### src/rtl/cpu_pkg.sv
// Encodings shared by the execution datapath and the fetch/decode/execute control FSM.
package cpu_pkg;

    typedef enum logic [1:0] {
        SUM = 2'b00,
        RES = 2'b01,
        MOV = 2'b10,
        OUT = 2'b11
    } opcode_t;

    // Memory address source: the upper bit picks operand field B over field A.
    typedef enum logic [1:0] {
        SEL_DEF = 2'b00,
        SEL_A   = 2'b01,
        SEL_B   = 2'b10,
        SEL_BW  = 2'b11
    } selmux_t;

    // Control FSM states: fetch, decode, read op1, read op2, execute/write, output.
    typedef enum logic [2:0] {
        F  = 3'd0,
        D  = 3'd1,
        R1 = 3'd2,
        R2 = 3'd3,
        X  = 3'd4,
        OA = 3'd5
    } state_t;

endpackage

### src/rtl/data_mem_rf.sv
// Register-based data memory: one combinational read port, core write port,
// and a boot/debug write port that yields to the core write whenever both fire.
module data_mem_rf
    import cpu_pkg::*;
#(
    parameter int AW = 4,
    parameter int DW = 8
) (
    input  logic          clk,
    input  logic          rst,
    input  logic          we,
    input  logic [AW-1:0] waddr,
    input  logic [DW-1:0] wdata,
    input  logic          dbg_we,
    input  logic [AW-1:0] dbg_addr,
    input  logic [DW-1:0] dbg_data,
    input  logic [AW-1:0] raddr,
    output logic [DW-1:0] rdata
);

    logic [DW-1:0] mem [2**AW];

    assign rdata = mem[raddr];

    always_ff @(posedge clk) begin
        if (rst) begin
            for (int i = 0; i < 2**AW; i++) begin
                mem[i] <= '0;
            end
        end else if (we) begin
            mem[waddr] <= wdata;
        end else if (dbg_we) begin
            mem[dbg_addr] <= dbg_data;
        end
    end

endmodule

### src/rtl/datapath_exec.sv
// Execution datapath driven by the control word of the FSM: PC, IR, operands,
// data memory, ALU and a valid/ready output register with sticky error flags.
module datapath_exec
    import cpu_pkg::*;
#(
    parameter int DW = 8,
    parameter int AW = 4,
    parameter int PW = 6,
    localparam int IW = 2 + 2*AW
) (
    input  logic          clk,
    input  logic          rst,
    input  logic          enir,
    input  logic          enrop1,
    input  logic          enrop2,
    input  logic          enmem,
    input  logic          enrio,
    input  logic          enpc,
    input  logic [1:0]    seloper,
    input  logic [1:0]    selmux,
    output logic [1:0]    operacion,
    output logic [PW-1:0] prog_addr,
    input  logic [IW-1:0] prog_data,
    output logic [DW-1:0] io_data,
    output logic          io_valid,
    input  logic          io_ready,
    input  logic          dbg_we,
    input  logic [AW-1:0] dbg_addr,
    input  logic [DW-1:0] dbg_data,
    output logic          err,
    output logic          ovf
);

    logic [PW-1:0] pc;
    logic [IW-1:0] ir;
    logic [DW-1:0] op1, op2;
    logic [DW-1:0] alu;
    logic [DW-1:0] rdata;
    logic [AW-1:0] field_a, field_b, maddr;
    opcode_t       opcode;

    assign opcode    = opcode_t'(ir[IW-1:IW-2]);
    assign field_a   = ir[2*AW-1:AW];
    assign field_b   = ir[AW-1:0];
    assign operacion = opcode;
    assign prog_addr = pc;

    always_comb begin
        maddr = field_a;
        case (selmux_t'(selmux))
            SEL_B, SEL_BW: maddr = field_b;
            default:       maddr = field_a;
        endcase
    end

    // ALU follows the latched opcode; seloper is only cross-checked against it.
    always_comb begin
        alu = op1;
        case (opcode)
            SUM:     alu = op1 + op2;
            RES:     alu = op1 - op2;
            default: alu = op1;
        endcase
    end

    data_mem_rf #(.AW(AW), .DW(DW)) u_mem (
        .clk      (clk),
        .rst      (rst),
        .we       (enmem),
        .waddr    (maddr),
        .wdata    (alu),
        .dbg_we   (dbg_we),
        .dbg_addr (dbg_addr),
        .dbg_data (dbg_data),
        .raddr    (maddr),
        .rdata    (rdata)
    );

    always_ff @(posedge clk) begin
        if (rst) begin
            pc       <= '0;
            ir       <= '0;
            op1      <= '0;
            op2      <= '0;
            io_data  <= '0;
            io_valid <= 1'b0;
            err      <= 1'b0;
            ovf      <= 1'b0;
        end else begin
            if (enir)   ir  <= prog_data;
            if (enrop1) op1 <= rdata;
            if (enrop2) begin
                op2 <= rdata;
                if (seloper != opcode) err <= 1'b1;
            end
            if (enpc)   pc  <= pc + 1'b1;
            // A new load in the same cycle as a handshake keeps valid high.
            if (enrio) begin
                io_data  <= rdata;
                io_valid <= 1'b1;
                if (io_valid && !io_ready) ovf <= 1'b1;
            end else if (io_valid && io_ready) begin
                io_valid <= 1'b0;
            end
        end
    end

endmodule

### config.mk
export PLATFORM = sky130hd
export DESIGN_NAME = datapath_exec
export DESIGN_NICKNAME = d
export VERILOG_FILES = /design/src/rtl/cpu_pkg.sv /design/src/rtl/data_mem_rf.sv /design/src/rtl/datapath_exec.sv
export SDC_FILE = /design/constraint.sdc
export NUM_CORES = 1
export LEC_CHECK = 0
export CAP_MARGIN = 20
export CORE_MARGIN = 10
export CORE_UTILIZATION = 60
export CTS_BUF_LIST = sky130_fd_sc_hd__clkbuf_8
export DETAILED_ROUTE_END_ITERATION = 7
export PLACE_DENSITY = 0.8
export SETUP_SLACK_MARGIN = 0.4
export SLEW_MARGIN = 10
export SYNTH_ARGS = -nofsm -noshare
export SYNTH_HDL_FRONTEND = slang
export SYNTH_SLANG_ARGS = --single-unit
export TNS_END_PERCENT = 10
### constraint.sdc
create_clock -name clk -period 4.9 [get_ports clk]
set_input_delay 0.49 -clock clk [delete_from_list [all_inputs] [get_ports clk]]
set_output_delay 0.49 -clock clk [all_outputs]
set_load 0.01 [all_outputs]
# Word level (Yosys, flattened, before mapping)
# Memory sizes are Yosys's and may differ from the RTL's.
# Index checks and enable logic that the tools add are counted.
# totals
ram_bits	128
output_inout_bits	19
n_memories	1
ff_bits	43
# op_classes
addsub	3
eq_ne	4
reduce_logical	10
muxes	19
# mem_list
memory	words	word_bits	rd	rd_clocked_by_memory_dff	write_ports	line	rtl
u_mem.mem	16	8	1	0	16	data_mem_rf.sv:21	logic [DW-1:0] mem [2**AW];
# op_table
cell	count
8-bit two-way mux	2
8-bit one-hot mux with 2 select lines	1
8-bit OR reduction	2
1-bit two-way mux	13
4-bit two-way mux	3
8-bit adder	1
8-bit subtractor	1
6-bit by 1-bit adder with 6-bit output (second input constant)	1
2-bit equality test (second input constant)	2
2-bit AND reduction	2
2-bit by 1-bit equality test with 1-bit output (second input constant)	1
1-bit logical AND	2
2-bit logical NOT	1
2-bit != test	1
2-bit nonzero test	1
2-bit OR reduction	1
1-bit logical NOT	1

# Logic depth before layout (Yosys ltp)
# Gate-level depths: netlist (run 1).
# logic_depth
ltp_word	6
ltp_mapped	13
ltp_nobuf	11

# By module
# From an unflattened synthesis (run 1), not the netlist that was laid out.
# unflattened
cells_unflattened	633
area_unflattened_um2	8176.6
# by_module_without_submodules
mod	cells_per_inst	n_inst	seq_area_each_um2	area_per_inst_um2
data_mem_rf	411	1	3843.7	6088.3
datapath_exec	222	1	860.8	2088.3

# Worst setup path before layout (run 1)
# No wires, ideal clock.
# synth_timing
path_type	reg2reg
startpoint	reg ir[9]
endpoint	mem u_mem.mem[12][7] (data pin)
required_ps	4635
path_stages_with_launch	14
slack_ps	1814
setup_ps	265
synth_period_minus_slack_ps	3086
arrival_ps	2821
path_cell_list	dfxtp_1 -> buf_2 -> nor2b_1 -> clkbuf_1 -> a21oi_1 -> xnor2_1 -> ha_1 -> a21o_1 -> a21o_1 -> a221oi_1 -> mux2_2 -> nand3_1 -> buf_2 -> nor2_1
# synth_lines
item	line	rtl
start, declared	datapath_exec.sv:35	logic [IW-1:0] ir;
start signal, assigned	datapath_exec.sv:90	if (enir) ir <= prog_data;
end, declared	data_mem_rf.sv:21	

==> flow_metrics.tcl, run 1 <==
set metrics [dict create \
    port_buffers 53 \
    dr.max_layer_used "met4" \
    dp_cells 858 \
    die_y_um 136 \
    p_leak_nw 3.21 \
    fin_tns_setup_ns 0 \
    clk-insertion-delay-late_ns 0.45 \
    ys_types 53 \
    dr_total_vias 5473 \
    synthFlopType "edfxtp_1" \
    relSlewSlack_pct 25.6 \
    power_w 0.00330 \
    io_pins 55 \
    rrSetupSlack_ns 1.16 \
    wl_met3_mm 1.62 \
    cts-root-buf "clkbuf_8" \
    fin_crit_ns 3.74 \
    numCtsBuffers 17 \
    ys_ff_latch 171 \
    holdWs_ns 0.484 \
    rows 42 \
    final_common_cell "nor2_1" \
    grt_max_degree 61 \
    required_ns 5.07 \
    wl_per_cell_um 20.3 \
    finish.utilization_pct 68.5 \
    finalHoldViolCount 0 \
    syn_to_final_growth_pct 12.1 \
    critPathLaunchType "flip-flop" \
    yosysSeqAreaShare_pct 58.3 \
    fmax_mhz 267 \
    post_cts_resized 0 \
    antenna_found_initial 0 \
    finalMaxSlewViolations 0 \
    fin_cells 889 \
    dp_hpwl_mm 12.6 \
    synth_edf_count 128 \
    hp-class "flip-flop to flip-flop" \
    p_per_area_nw_per_um2 365 \
    grt_pass1_wl_mm 28.5 \
    status "complete, no violations" \
    nets 748 \
    clock_skew_ns 0.0124 \
    path_max_fanout 16 \
    synth.avg_cell_area_um2 12.1 \
    post_cts_buffers 0 \
    holdBufCountCts 0 \
    wl_met2_mm 8.78 \
    synth_area_um2 8070 \
    drv_cap 0 \
    n_fill_cell 924 \
    diodes 0 \
    most-common-layout-cells "nor2_1 (171), edfxtp_1 (128), clkdlybuf4s50_1 (52)" \
    htree_levels 4 \
    drc 0 \
    viasPerCell 6.16 \
    first_pass_iters 5 \
    clock_sinks 171 \
    critPathArrivalTime_ns 3.92 \
    end_kind "flip-flop" \
    post-route-period-util_pct 76.4 \
    clk_pin_slew_worst_paths_ns 0.08 \
    grt_pass1_vias 5298 \
    design.core.area_um2 13200 \
    async_reset_ff_share_pct 0 \
    drt-total-wl_mm 18.1 \
    drive_gt1_share_pct 12.3 \
    cts_tree "done" \
    cts_buffer_depth 2 \
    gp_congestion 0.849 \
    ant_nets 0 \
    start_util_pct 61.1 \
    wl_met1_mm 7.06 \
    setup_viol_count_final 0 \
    drt_iter0_markers 429 \
    ir_worst_vdd_v 0.000260 \
    grt.total_usage_pct 20.1 \
    path_class "flip-flop to flip-flop" \
    grt_setup_unrepaired "no" \
    synth.net_count 711 \
    yosysWarningCount 0 \
    tightest_slew_ns 1.11 \
    dieArea_um2 18500 \
    die_w_um 136 \
    grt_remaining_overflow 0 \
    syn_inst 665 \
]
-- metal layers --
| layer | GRT usage, % | up-vias |
|---|---|---|
| met1 | 25.2 | 2634 |
| met5 | 0 | - |
| met2 | 32.5 | 274 |
| li1 | - | 2523 |
| met3 | 5.50 | 42 |
| met4 | 8.28 | 0 |
-- cells in the mapped netlist (all sizes together) (4+ instances only) --
cell type | instances | share of area, %
mux2i | 20 | 2.5
o21ai | 8 | 0.50
a21oi | 12 | 0.74
buf | 23 | 1.8
nand3b | 5 | 0.47
nand2b | 20 | 1.6
nor3 | 9 | 0.56
inv | 7 | 0.33
nand3 | 4 | 0.25
clkbuf | 23 | 1.1
or3 | 6 | 0.47
nor2 | 179 | 8.6
dfxtp | 43 | 11
edfxtp | 128 | 48
a21o | 4 | 0.37
a211oi | 42 | 3.9
ha | 9 | 1.4
a31oi | 4 | 0.31
nor2b | 5 | 0.39
a22o | 16 | 1.7
mux4 | 32 | 8.9
xnor2 | 10 | 1.1
nand2 | 23 | 1.1
-- sequential cells by signal, indices dropped and copies added, names as in the netlist --
name,cells
op1,8
u_mem.mem,128
ovf,1
io_valid,1
err,1
prog_addr,6
op2,8
io_data,8
ir,10
-- final timing paths --
path | startpoint | end | cells after the start
hold / removal | ovf$_SDFFE_PP0P_ | ovf$_SDFFE_PP0P_ | 2
setup / recovery | ir[8]$_SDFFE_PP0P_ | u_mem.mem[13][7]$_SDFFCE_PN0P_ | 10
hold reg to reg | ovf$_SDFFE_PP0P_ | ovf$_SDFFE_PP0P_ | 2
setup reg to reg | ir[8]$_SDFFE_PP0P_ | u_mem.mem[13][7]$_SDFFCE_PN0P_ | 10
-- power breakdown --
group | internal, W | switching [W]
clock network | 0.000440 | 0.000494
logic | 0.000262 | 0.000426
registers | 0.00164 | 0.0000396
-- cell families after synthesis --
kind of cell,Yosys count,synth area share (%)
DFF,171,58.3
buffers and inverters,53,3.16
AOI/OAI and AO/OA,102,9.26
adders and majority gates,10,1.64
muxes,55,11.9
xor gates and xnor gates,13,1.41
and+or+nand+nor,261,14.3
-- through the flow --
stage | setup WS (ns) | area, um^2
3_5_place_dp | 1.18 | 8670
4_1_cts | 1.17 | 9030
3_3_place_gp | 1.28 | 8670
6_report | 1.16 | 9040
5_1_grt | 0.922 | 9040
2_1_floorplan | 1.81 | 8070
-- final cells by class --
type,instances,area [um^2],share of cell area [%]
timing repair buffer,64,608,6.73
tap,176,220,2.44
clock buffer,17,234,2.59
sequential,171,4700,52.1
clock inverter,13,130,1.44
inverter,7,26.3,0.291
multi-input combinational,441,3110,34.5
-- critical path, cell delays in order (launching register included) --
cell and delay (ns):
dfxtp_1 0.40, nor2b_1 0.59, nor2_1 0.11, xnor2_1 0.16
ha_1 0.34, o21ai_0 0.21, a21oi_1 0.12, a221oi_1 0.45
mux2_2 0.38, nand3_1 0.59, nor2_1 0.10
Note: power is estimated with default switching activity, not from simulation.
==> inputs of run 2 (changes only) <==
Clock period 4.9 ns to 3.55 ns, I/O delays scaled along.
==> run 2 against run 1 <==
Sequential share of layout area decreased by 1.2 points. Clock power increased by 64%. Power increased by 47%. Non-clock buffer count increased by 12. Routed wire length increased by 2.0%. Design area increased by 2.3%. Clock skew about the same. Highest routed layer unchanged.
==> flow_metrics.tcl, run 2 (synthesis results as in run 1) <==
set metrics [dict create \
    status "complete, no violations" \
    grt_pass1_wl_mm 29.4 \
    drc 0 \
    ant_nets 0 \
    setup_viol_count_final 0 \
    end_kind "flip-flop" \
    p_int_w 0.00344 \
    fmax_mhz 334 \
    drive_gt1_share_pct 15.0 \
    top_regs "u_mem.mem (128), ir (10)" \
    drv_cap 0 \
    hp-class "input pin to flip-flop" \
    die_w_um 136 \
    viasPerCell 6.15 \
    largest_register_ffs 128 \
    required_ns 3.77 \
    combPwrFrac_pct 20.5 \
    path_cells "inv_1 -> ha_1 -> a21oi_1 -> xnor2_1 -> ha_1 -> a21o_1 -> a21o_1 -> a221oi_2 -> mux2_2 -> nand3_1 -> buf_12 -> nor2_1" \
    placed_area_um2 8770 \
    critPathLaunchType "flip-flop" \
    power.switching_w 0.00141 \
    path_buf_inv 2 \
    port_buffers 53 \
    most-common-layout-cells "nor2_1 (171), edfxtp_1 (128), clkdlybuf4s50_1 (52)" \
    ir_worst_vdd_v 0.000217 \
    tightest_slew_ns 0.684 \
    finalMaxSlewViolations 0 \
    p_leak_nw 3.33 \
    dr_total_vias 5557 \
    stdcell_area_um2 9250 \
    dieArea_um2 18500 \
    antenna_found_initial 0 \
    grt_pass1_vias 5476 \
    grt_remaining_overflow 0 \
    cts-root-buf "clkbuf_8" \
    drt-total-wl_mm 18.5 \
    holdBufCountCts 0 \
    start_util_pct 61.1 \
    pre_cts_ws_ns 0.400 \
    regMostFlops "u_mem.mem" \
    seqPwrFrac_pct 47.8 \
    numCtsBuffers 17 \
    dp_hpwl_mm 13.2 \
    finalHoldViolCount 0 \
    clock_sinks 171 \
    swShare_pct 29.1 \
    drt_iter0_markers 457 \
    clock_skew_ns 0.0124 \
    worst_path_max_delay_cell "dfxtp_2" \
    io_pins 55 \
    p_per_area_nw_per_um2 524 \
    syn_to_final_growth_pct 14.7 \
    grt_max_degree 52 \
    relSlewSlack_pct 54.1 \
    p_clk_share_pct 31.6 \
    design.core.area_um2 13200 \
    clk-insertion-delay-late_ns 0.48 \
    grt.total_usage_pct 20.7 \
    clk_pin_slew_worst_paths_ns 0.09 \
    post-route-period-util_pct 84.4 \
    slowest_delay_ns 0.41 \
    first_pass_iters 5 \
    wl_per_cell_um 20.4 \
    crit_family "compound AO/OA/AOI/OAI gates" \
    cts_tree "done" \
    finalWorstSetupSlack_ns 0.552 \
    rows 42 \
    final_common_cell "nor2_1" \
    rrSetupSlack_ns 0.55 \
    critPathArrivalTime_ns 3.22 \
    gp_congestion 0.933 \
    nets 760 \
    fin_tns_setup_ns 0 \
    cts_buffer_depth 2 \
    htree_levels 4 \
    diodes 0 \
    fin_crit_ns 3.00 \
    grt_setup_unrepaired "yes" \
    die_y_um 136 \
    path_max_fanout 16 \
    path_class "flip-flop to flip-flop" \
]
-- run 2: cell count changes in the layout (fill, tap and decap cells not counted), sizes merged --
cell      delta
clkinvlp     -3
clkinv       -4
inv          +7
bufinv       +2
buf         +12
-- run 2: what timing repair did --
| action | 4_1_cts | 5_1_grt |
|---|---|---|
| pin swaps | 0 | 1 |
| endpoints found under the hold margin | 0 | 0 |
| setup endpoints to repair | 16 | 32 |
| resized for setup | 1 | 6 |
| setup buffers | 0 | 1 |
-- run 2: metrics by stage --
| step | total power [W] | cells | util [%] | hold WS (ns) |
|---|---|---|---|---|
| final | 0.00484 | 903 | 70.1 | 0.493 |
| after global placement | 0.00329 | 870 | 66.5 | 0.448 |
| after global routing | 0.00503 | 903 | 70.1 | 0.496 |
| after floorplan | 0.00297 | 665 | - | 0.463 |
| after CTS | 0.00483 | 902 | 69.9 | 0.478 |
| after detailed placement | 0.00332 | 870 | 66.5 | 0.470 |
-- run 2: tightest hold or removal path: stages --
cell             delay, ns
clkdlybuf4s50_1       0.39
mux2i_1               0.13
nor2_1                0.05
-- run 2: final timing paths --
path | start | to | cells after the start
worst min-delay path | prog_data[4] | ir[4]$_SDFFE_PP0P_ | 3
worst max register to register | op2[0]$_SDFFE_PP0P_ | u_mem.mem[13][7]$_SDFFCE_PN0P_ | 12
worst min register to register | io_data[6]$_SDFFE_PP0P_ | io_data[6]$_SDFFE_PP0P_ | 2
worst max-delay path | op2[0]$_SDFFE_PP0P_ | u_mem.mem[13][7]$_SDFFCE_PN0P_ | 12
-- run 2: routing by layer --
| layer | wire length, um | track usage (%) |
|---|---|---|
| met5 | 0 | 0 |
| met4 | 820 | 11.7 |
| met3 | 1620 | 4.24 |
| met2 | 9110 | 33.7 |
| met1 | 6900 | 25.3 |
-- run 2: cell type report --
| type | instances | area, um^2 |
|---|---|---|
| clock inverter | 15 | 210 |
| tap | 176 | 220 |
| clock buffer | 17 | 234 |
| multi-input combinational | 441 | 3140 |
| fill | 888 | 3940 |
| sequential | 171 | 4710 |
| inverter | 7 | 26.3 |
| timing repair buffer | 76 | 711 |
-- run 2: power groups by stage --
stage | combinational [W] | clock (W) | sequential [W]
6_report | 0.000994 | 0.00153 | 0.00232
5_1_grt | 0.00108 | 0.00163 | 0.00233
4_1_cts | 0.000976 | 0.00154 | 0.00231
3_5_place_dp | 0.000965 | 0 | 0.00236
3_3_place_gp | 0.000938 | 0 | 0.00235
2_1_floorplan | 0.000632 | 0 | 0.00234
==> inputs of run 3 (changes only) <==
Clock period 3.55 ns to 2.9 ns, I/O delays scaled along.
==> run 3 against run 2 <==
Clock skew is 0.0012 ns higher. Routed wire length is 8.6% higher. Sequential share of layout area is 2.1 points lower. Via count is 5.0% higher. Power is 24% higher. Design area is 4.4% higher. Setup slack worse by 0.50 ns. Critical endpoint is now u_mem.mem[3][7]$_SDFFCE_PN0P_.
==> flow_metrics.tcl, run 3 (synthesis results as in run 1) <==
set metrics [dict create \
    drt_iter0_markers 542 \
    final_common_cell "nor2_1" \
    gp_congestion 0.874 \
    worst_path_max_delay_cell "dfxtp_4" \
    regMostFlops "u_mem.mem" \
    start_util_pct 61.1 \
    critPathLaunchType "flip-flop" \
    drive_gt1_share_pct 21.8 \
    drv_cap 0 \
    tightest_slew_ns 0.741 \
    design.core.area_um2 13200 \
    ant_nets 0 \
    cts_buffer_depth 2 \
    nets 794 \
    fmax_mhz 351 \
    clk_pin_slew_worst_paths_ns 0.09 \
    setup_viol_count_final 0 \
    htree_levels 4 \
    grt.total_usage_pct 21.3 \
    grt_remaining_overflow 0 \
    wl_per_cell_um 21.4 \
    rows 42 \
    relSlewSlack_pct 50.4 \
    dp_hpwl_mm 13.4 \
    syn_to_final_growth_pct 19.8 \
    top_regs "u_mem.mem (128), ir (10)" \
    largest_register_ffs 128 \
    status "complete, no violations" \
    path_class "flip-flop to flip-flop" \
    drc 0 \
    pre_cts_ws_ns -0.0384 \
    first_pass_iters 5 \
    diodes 0 \
    cts_tree "done" \
    most-common-layout-cells "nor2_1 (163), edfxtp_1 (128), clkdlybuf4s50_1 (52)" \
    holdBufCountCts 0 \
    critPathArrivalTime_ns 3.16 \
    rrSetupSlack_ns 0.05 \
    finish.utilization_pct 73.2 \
    io_pins 55 \
    die_w_um 136 \
    drt-total-wl_mm 20.0 \
    stdcell_area_um2 9660 \
    dieArea_um2 18500 \
    fin_crit_ns 2.85 \
    hp-class "input pin to flip-flop" \
    finalMaxSlewViolations 0 \
    end_kind "flip-flop" \
    placed_area_um2 9000 \
    post-route-period-util_pct 98.3 \
    holdWs_ns 0.457 \
    viasPerCell 6.24 \
    grt_pass1_vias 5649 \
    fin_cells 936 \
    finalWorstSetupSlack_ns 0.0492 \
    path_cells "inv_2 -> ha_4 -> a21oi_2 -> xnor2_1 -> ha_1 -> a21o_1 -> a21o_1 -> a221oi_4 -> mux2i_2 -> buf_4 -> nand3_4 -> nor2_2" \
    required_ns 3.21 \
    antenna_found_initial 0 \
    clk-insertion-delay-late_ns 0.46 \
    numCtsBuffers 17 \
    path_max_fanout 8 \
    dp_cells 890 \
    ir_worst_vdd_v 0.000426 \
    dr_total_vias 5837 \
    p_per_area_nw_per_um2 620 \
    clock_skew_ns 0.0136 \
    clock_sinks 171 \
    grt_setup_unrepaired "yes" \
    grt_pass1_wl_mm 30.2 \
    port_buffers 53 \
    grt_max_degree 46 \
    finalHoldViolCount 0 \
    cts-root-buf "clkbuf_8" \
    p_leak_nw 3.51 \
    slowest_delay_ns 0.37 \
    crit_path_frequent_cell "a21o_1" \
    die_y_um 136 \
]
==> run 3: cell types whose count changed in the layout (fill, tap and decap cells not counted), moves of 3 or more <==
| cell | change |
|---|---|
| buf_4 | +26 |
| nor2_1 | -8 |
| nor2_2 | +6 |
| a21oi_1 | -4 |
| a21oi_2 | +4 |
| buf_12 | +4 |
| ha_1 | -4 |
| ha_2 | +3 |
| inv_6 | -3 |
| mux2i_1 | -3 |
| mux2i_2 | +3 |
==> run 3: stage by stage <==
step	power (W)	TNS [ns]
2_1_floorplan	0.00367	0
3_3_place_gp	0.00407	0
3_5_place_dp	0.00412	-0.332
4_1_cts	0.00587	0
5_1_grt	0.00619	-0.0566
6_report	0.00599	0
==> run 3: path summary, 6_finish.rpt <==
check	start	endpoint	cells after the start
setup reg to reg	op2[0]$_SDFFE_PP0P_	u_mem.mem[3][7]$_SDFFCE_PN0P_	12
hold reg to reg	err$_SDFFE_PP0P_	err$_SDFFE_PP0P_	2
setup / recovery	op2[0]$_SDFFE_PP0P_	u_mem.mem[3][7]$_SDFFCE_PN0P_	12
hold / removal	prog_data[6]	ir[6]$_SDFFE_PP0P_	3
==> run 3: area by class of cell <==
cell class / instances / area (um^2)
sequential: 171 / 4710
fill: 834 / 3530
multi-input combinational: 442 / 3290
timing repair buffer: 109 / 1010
clock buffer: 17 / 234
tap: 176 / 220
clock inverter: 14 / 156
inverter: 7 / 26.3
==> run 3: layer usage <==
metal  track usage, %  vias up  part of all wire, %
met2             35.7      312                   50
met4             8.17        0                  2.9
li1                 -     2618                    -
met5                0        -                    0
met1             26.5     2867                   39
met3             4.61       40                  8.6
==> run 3: critical path: cells and delay by family (launching register included) <==
kind	cells	cell delay, ns
AO/OA/AOI/OAI	4	0.89
adder cells (fa/ha/maj)	2	0.44
flip-flops	1	0.37
AND/OR/NAND/NOR	2	0.37
multiplexers	1	0.24
buffers and inverters	2	0.22
XOR/XNOR	1	0.16
==> run 3: timing repair <==
item / 4_1_cts / 5_1_grt
setup endpoints to repair: 96 / 96
setup buffers: 5 / 8
cloned: 1 / 1
gates resized for setup: 25 / 18
pin swaps: 11 / 15
==> run 3: where the power goes <==
part | leakage, nW | switching, W | internal (W) | total [W]
combinational | 1.64 | 0.000850 | 0.000610 | 0.00146
sequential | 1.68 | 0.0000688 | 0.00276 | 0.00283
clock | 0.195 | 0.000857 | 0.000836 | 0.00169
